## src/rtl/spi_pkg.sv

```systemverilog
// Shared types and constants for the SPI master controller.
package spi_pkg;

    typedef enum logic [2:0] {
        IDLE  = 3'd0,
        SETUP = 3'd1,
        SHIFT = 3'd2,
        HOLD  = 3'd3,
        DONE  = 3'd4
    } spi_state_t;

    // All slaves deselected; bit k of the [0:3] bus is slave k.
    localparam logic [0:3] SS_NONE = 4'b1111;

    // Width of a down-counter that must hold n-1 (at least one bit).
    function automatic int cnt_w(input int n);
        return (n > 1) ? $clog2(n) : 1;
    endfunction

    // Active-low one-hot select for the given slave.
    function automatic logic [0:3] ss_decode(input logic [1:0] id);
        logic [0:3] sel;
        sel     = SS_NONE;
        sel[id] = 1'b0;
        return sel;
    endfunction

endpackage

```

## src/rtl/spi_clk_gen.sv

```systemverilog
// SCLK generator: half-period down-counter with rise/fall strobes.
// Held in reset (sclk low, counter reloaded) whenever en is low, so every
// enable window starts with a full low half-period.
module spi_clk_gen
    import spi_pkg::*;
#(
    parameter int CLK_DIV = 4
) (
    input  logic clk,
    input  logic rst,
    input  logic en,
    output logic sclk,
    output logic rise,
    output logic fall
);

    localparam int              CNT_W  = cnt_w(CLK_DIV);
    localparam logic [CNT_W-1:0] RELOAD = CNT_W'(CLK_DIV - 1);

    logic [CNT_W-1:0] cnt;
    logic             tick;

    assign tick = en && (cnt == '0);
    assign rise = tick && !sclk;
    assign fall = tick && sclk;

    // Half-period counter; sclk flips at the end of each half-period.
    always_ff @(posedge clk) begin
        if (rst || !en) begin
            cnt  <= RELOAD;
            sclk <= 1'b0;
        end else if (tick) begin
            cnt  <= RELOAD;
            sclk <= ~sclk;
        end else begin
            cnt  <= cnt - 1'b1;
        end
    end

endmodule

```

## src/rtl/spi_master_ctrl.sv

```systemverilog
// SPI mode-0 master, MSB first, four active-low slave selects.
// Build option: define SPI_LOOPBACK_EN to add the loopback input, which
// samples mosi instead of miso on rising sclk.
//
// state | meaning
// IDLE  | waiting for start; selects released
// SETUP | select asserted, first bit on mosi, CLK_DIV cycles
// SHIFT | sclk running for 2*DATA_W toggles
// HOLD  | select still asserted, sclk low, CLK_DIV cycles
// DONE  | select released, done pulse, rx_data updated
module spi_master_ctrl
    import spi_pkg::*;
#(
    parameter int DATA_W  = 8,
    parameter int CLK_DIV = 4
) (
    input  logic              clk,
    input  logic              rst,
    input  logic              start,
    input  logic [1:0]        slave_id,
    input  logic [DATA_W-1:0] tx_data,
`ifdef SPI_LOOPBACK_EN
    input  logic              loopback,
`endif
    input  logic              miso,
    output logic              sclk,
    output logic              mosi,
    output logic [0:3]        ss_n,
    output logic              busy,
    output logic              done,
    output logic [DATA_W-1:0] rx_data
);

    localparam int               WAIT_W   = cnt_w(CLK_DIV);
    localparam logic [WAIT_W-1:0] WAIT_RLD = WAIT_W'(CLK_DIV - 1);
    localparam int               TGL_W    = $clog2(2 * DATA_W);
    localparam logic [TGL_W-1:0]  TGL_LAST = TGL_W'(2 * DATA_W - 1);

    spi_state_t        state, state_nxt;
    logic [WAIT_W-1:0] wait_cnt;
    logic [TGL_W-1:0]  tgl_cnt;
    logic [DATA_W-1:0] tx_sh;
    logic [DATA_W-1:0] rx_sh;
    logic [1:0]        sel;
    logic              framing;
    logic              shift_en;
    logic              rise, fall;
    logic              sample;

    spi_clk_gen #(.CLK_DIV(CLK_DIV)) u_clk_gen (
        .clk  (clk),
        .rst  (rst),
        .en   (shift_en),
        .sclk (sclk),
        .rise (rise),
        .fall (fall)
    );

`ifdef SPI_LOOPBACK_EN
    assign sample = loopback ? mosi : miso;
`else
    assign sample = miso;
`endif

    assign mosi = framing ? tx_sh[DATA_W-1] : 1'b0;
    assign ss_n = framing ? ss_decode(sel) : SS_NONE;

    // State register.
    always_ff @(posedge clk) begin
        if (rst) state <= IDLE;
        else     state <= state_nxt;
    end

    // Next-state and per-state control outputs.
    always_comb begin
        state_nxt = state;
        framing   = 1'b0;
        shift_en  = 1'b0;
        busy      = 1'b0;
        done      = 1'b0;
        case (state)
            IDLE:  if (start) state_nxt = SETUP;
            SETUP: begin
                framing = 1'b1;
                busy    = 1'b1;
                if (wait_cnt == '0) state_nxt = SHIFT;
            end
            SHIFT: begin
                framing  = 1'b1;
                busy     = 1'b1;
                shift_en = 1'b1;
                // The final toggle is always a falling edge.
                if (fall && tgl_cnt == '0) state_nxt = HOLD;
            end
            HOLD: begin
                framing = 1'b1;
                busy    = 1'b1;
                if (wait_cnt == '0) state_nxt = DONE;
            end
            DONE: begin
                busy      = 1'b1;
                done      = 1'b1;
                state_nxt = IDLE;
            end
            default: state_nxt = IDLE;
        endcase
    end

    // Frame capture, phase timers, shift registers and result register.
    always_ff @(posedge clk) begin
        if (rst) begin
            wait_cnt <= WAIT_RLD;
            tgl_cnt  <= TGL_LAST;
            tx_sh    <= '0;
            rx_sh    <= '0;
            sel      <= 2'd0;
            rx_data  <= '0;
        end else begin
            case (state)
                IDLE: begin
                    if (start) begin
                        tx_sh    <= tx_data;
                        sel      <= slave_id;
                        rx_sh    <= '0;
                        wait_cnt <= WAIT_RLD;
                    end
                end
                SETUP: begin
                    if (wait_cnt == '0) begin
                        wait_cnt <= WAIT_RLD;
                        tgl_cnt  <= TGL_LAST;
                    end else begin
                        wait_cnt <= wait_cnt - 1'b1;
                    end
                end
                SHIFT: begin
                    if (rise) rx_sh <= {rx_sh[DATA_W-2:0], sample};
                    if (rise || fall) tgl_cnt <= tgl_cnt - 1'b1;
                    // Keep the last bit on mosi after the final falling edge.
                    if (fall && tgl_cnt != '0) tx_sh <= tx_sh << 1;
                end
                HOLD: begin
                    if (wait_cnt == '0) rx_data <= rx_sh;
                    else                wait_cnt <= wait_cnt - 1'b1;
                end
                default: ;
            endcase
        end
    end

endmodule

```

## config.mk

```make
export PLATFORM = sky130hd
export DESIGN_NAME = spi_master_ctrl
export DESIGN_NICKNAME = d
export VERILOG_FILES = /design/src/rtl/spi_pkg.sv /design/src/rtl/spi_clk_gen.sv /design/src/rtl/spi_master_ctrl.sv
export SDC_FILE = /design/constraint.sdc
export NUM_CORES = 1
export LEC_CHECK = 0
export CAP_MARGIN = 20
export CORE_ASPECT_RATIO = 0.5
export CORE_MARGIN = 3
export CORE_UTILIZATION = 25
export DETAILED_ROUTE_END_ITERATION = 10
export GPL_TIMING_DRIVEN = 0
export PLACE_DENSITY = 0.43
export SYNTH_ARGS = -nofsm -noshare
export SYNTH_HDL_FRONTEND = slang
export SYNTH_SLANG_ARGS = --single-unit
```

## constraint.sdc

```tcl
create_clock -name clk -period 1.6 [get_ports clk]
set_clock_uncertainty 0.2 [all_clocks]
set_input_delay 0.16 -clock clk [delete_from_list [all_inputs] [get_ports clk]]
set_output_delay 0.16 -clock clk [all_outputs]
set_load 0.05 [all_outputs]
```

==> results.md <==
- Sorting the synthesized cells by area gives the leading types as dfxtp_1 (44%), nand2_1 (6.9%), mux2i_1 (4.6%).
- The shortest clock period the worst path allows after layout is approximately 1.6 ns.
- The slowest stage of the critical path belongs to the cell or3b_4.
- Summed over all nets, the half-perimeter wirelength after detailed placement is roughly 3 mm.
- The library cell occupying the most area in the post-synthesis netlist is dfxtp_1.
- The cell family contributing the most delay on the critical path is simple AND/OR/NAND/NOR gates.
- The via total after detailed routing is 1555.
- The TritonCTS clock tree is yes.
- The mean instance size in the synthesized netlist is between 8 and 9 µm².
- After floorplanning, the core was divided into 20 placement rows.
- The path class of the tightest hold or removal check is in2reg.
- The share of the synthesized area in the top cell type is 0.438.
- The quantity of hold-fixing buffers added after cts is 0.
- The remaining global-route overflow is 0.
- The clock network latency to the later pin of the worst-skew pair is roughly 0.28 ns.
- The clock passes through at most 2 buffers.
- The first global-routing pass estimated around 7.3 mm of wire.
- The kind of start point of the critical path is a register.
- The initial detailed-routing violation count is 33.
- In the synthesized netlist, the number of instances is 199.
- The primary flip-flop cell chosen by synthesis mapping is dfxtp_1.
- The leakage power summed over all cells is approximately 1.0 nW.
- Counting distinct cell types in the post-synthesis netlist gives 39.
- The maximum number of pins on one net before global-route repair is 13.
- The final estimated routing congestion in global placement is 0.685.
- Of the synthesized area, sequential elements account for 0.438.
- Overall power consumption after layout is estimated at approximately 2.3 mW.
- The switching share of power is 0.243.
- The worst-case register-to-register setup slack is -0.04 ns.
- The final-report hold violation count is 0.
- The width of the die is roughly 120 µm.
- Measured against its own limit, the worst slew margin works out to 0.629.
- The via count of the first global-routing pass is about 1500.
- The number of cells on the critical path is 7.
- The flow ran to the end, but the final reports show violations.
- In the routed design, unresolved DRC markers number 0.
- Counting instances, the worst hold path has a depth of 3.
- The area added between synthesis and finish is 53.9%.
- The initial core utilization is 0.272.
- The detailed-routed wire length on met2 is 1.98 mm.
- The max-slew violation total from the final report is 0.
- The sort of element at the end of the critical path is a register.
- The post-synthesis cell area is around 1700 µm².
- In the global route stage, overall resource usage came out at 0.116.
- The type of the worst setup path is reg2reg.
- The worst hold slack is ~0.1 ns.
- The cell chosen for the clock root is clkbuf_16.
- For this run, asynchronously set or reset flops after synthesis account for 0.
- The share of total power dissipated in sequential elements is 0.437.
- The data arrival time of the worst path is between 1.5 and 2 ns.
- The clock net sink count is 38.
- In this run the power spent charging and discharging nets is around 0.55 mW.
- The share of cells above drive strength 1 is 0.354.
- The cell area power density is roughly 850 nW/µm².
- The number of clock buffers added by TritonCTS is 5.
- The residual antenna-violating net count after detailed routing is 0.
- The number of antenna violations at the first check in global routing is 0.
- The final period utilization is 1.02.
- From bottom edge to top edge, the die measures ~65 µm.
- For the pin with the worst max-slew slack, the measured transition is around 0.56 ns.
- The number of setup violations in the final report is 13.
- The final layout contains 270 nets.
- Timing would allow up to between 0.6 and 0.7 GHz.
- For this block, the routed nets add up to 4.53 mm of wire.
- Detailed routing placed a total of 214 µm of wire on met3.
- Of all nets on the critical path, the largest fanout is 8.
- The depth of the worst register-to-register path is 7.
- The worst setup margin is -0.0386 ns.
- The buffers plus inverters on the worst setup path is 3.
- The number of synthesis warnings is 0.
- The post-synth net total is between 200 and 250.
- The checks that failed: setup timing.
- The largest single stage delay on the critical path is approximately 0.40 ns.
- The most repeated library cell on the critical path is buf_6.
- CTS built an H-tree with a depth of 2.
- For the worst setup path, the data required time is between 1.5 and 2 ns.
- Port buffering added 28 buffers.
- The I/O pin count is 30.
- The count of flip-flops with a built-in enable after synthesis is 0.
- The final antenna diode count is 0.
- Setup repair after global routing could not meet its margin everywhere.
- The pre-antenna-repair detailed-routing pass consisted of 4 iterations.
- After detailed routing, no signal wire sits above met4.
- The area of the die is just over 8000 µm².
- The part of the total power dissipated in the clock network is 0.442.
- After detailed routing, the wire length on met1 is approximately 2.3 mm.
- The signal on the critical path passes through buf_6 -> buf_6 -> or3b_4 -> nor2_4 -> buf_12 -> nand3_2 -> o21ai_1.
- The internal power of the cells is 1.72 mW.
- The count of maximum capacitance violations is 0.
- The synthesized flop and latch total is 38.
- The routed wire length per instance is between 10 and 15 µm.
- The clock transition at the register clock pins on the worst setup and hold paths after CTS is roughly 0.06 ns.
- The fraction of power consumed by combinational cells is 0.120.
- The area of the core is 6380 µm².
- The highest ir drop seen on vdd is slightly below 0.4 mV.
- The number of vias per cell after detailed routing is around 4.5.
## cell families after synthesis
| group | share of synthesized area |
|---|---|
| AOI/OAI and AO/OA | 0.163 |
| xor gates and xnor gates | 0.0303 |
| adders and majority gates | 0.0216 |
| buffers and inverters | 0.0403 |
| DFF | 0.438 |
| muxes | 0.0461 |
| and+or+nand+nor | 0.261 |
## final cells by class
| cell class | instances | area [µm²] |
|---|---|---|
| Clock buffer | 6 | 139 |
| Multi-Input combinational cell | 146 | 1080 |
| Clock inverter | 2 | 12.5 |
| Tap cell | 88 | 110 |
| Buffer | 9 | 70.1 |
| Timing Repair Buffer | 47 | 465 |
| Fill cell | 645 | 3710 |
| Sequential cell | 38 | 772 |
| Inverter | 6 | 22.5 |
## synth_stat cells (all sizes together) (5+ instances only)
library cell,count
nor3,5
nand2,32
nand3,12
o21ai,12
a211oi,7
nor2,10
dfxtp,38
mux2i,8
o22ai,7
buf,9
a21oi,12
nand2b,11
inv,6
## routing by layer
metal,vias to the layer above,global-route usage
li1,802,-
met1,724,0.159
met2,25,0.178
met3,4,0.0305
met4,0,0.0331
met5,-,0
## flip-flops by register name, summed over array words and instances (netlist names)
| register | cells |
|---|---|
| u_clk_gen.cnt | 2 |
| rx_sh | 8 |
| sel | 2 |
| rx_data | 8 |
| u_clk_gen.sclk | 1 |
| tx_sh | 8 |
| wait_cnt | 2 |
| state | 3 |
| tgl_cnt | 4 |
## placed cells by master (no fill, tap or decap), types with 8 or more instances in the layout
cell	Yosys	final
dfxtp_1	38	31
nand3_2	0	10
clkdlybuf4s50_1	0	12
nand2b_1	11	11
a21oi_1	12	12
dlygate4sd2_1	0	8
buf_4	0	16
buf_6	1	10
nand2_1	32	31
## per-stage QoR
step / utilization / cell area, µm² / worst slack (ns) / instances / TNS (ns)
floorplan: - / 1750 / 0.00151 / 199 / 0
global placement: 0.335 / 2140 / -0.647 / 315 / -10.26
detailed placement: 0.335 / 2140 / -0.647 / 315 / -11.01
CTS: 0.395 / 2520 / -0.0647 / 337 / -0.221
global route: 0.419 / 2670 / -0.119 / 342 / -1.95
finish: 0.419 / 2670 / -0.0386 / 342 / -0.229
## power by group through the flow
stage	clock (mW)	combinational [mW]	sequential (mW)
6_report	1.01	0.274	0.994
2_1_floorplan	0	0.142	1.01
4_1_cts	1.04	0.253	0.993
3_3_place_gp	0	0.216	1.01
3_5_place_dp	0	0.220	1.01
5_1_grt	1.09	0.299	0.997
## final timing paths
check,startpoint,endpoint
setup / recovery,state[0]$_SDFFE_PP0P_,rx_sh[6]$_SDFFE_PP0P_
setup reg to reg,state[0]$_SDFFE_PP0P_,rx_sh[6]$_SDFFE_PP0P_
hold / removal,rst,rx_sh[0]$_SDFFE_PP0P_
hold reg to reg,u_clk_gen.cnt[0]$_SDFF_PP1_,u_clk_gen.cnt[0]$_SDFF_PP1_
## tightest hold or removal path, cell delays in order
cell      delay, ns
buf_2          0.20
nand2b_1       0.13
o21ai_1        0.05
## repair_timing
item,in CTS,in global routing
resized for setup,93,28
pin swaps,13,18
buffers inserted,14,6
setup endpoints to repair,44,37
Note: power is estimated with default switching activity, not from simulation.
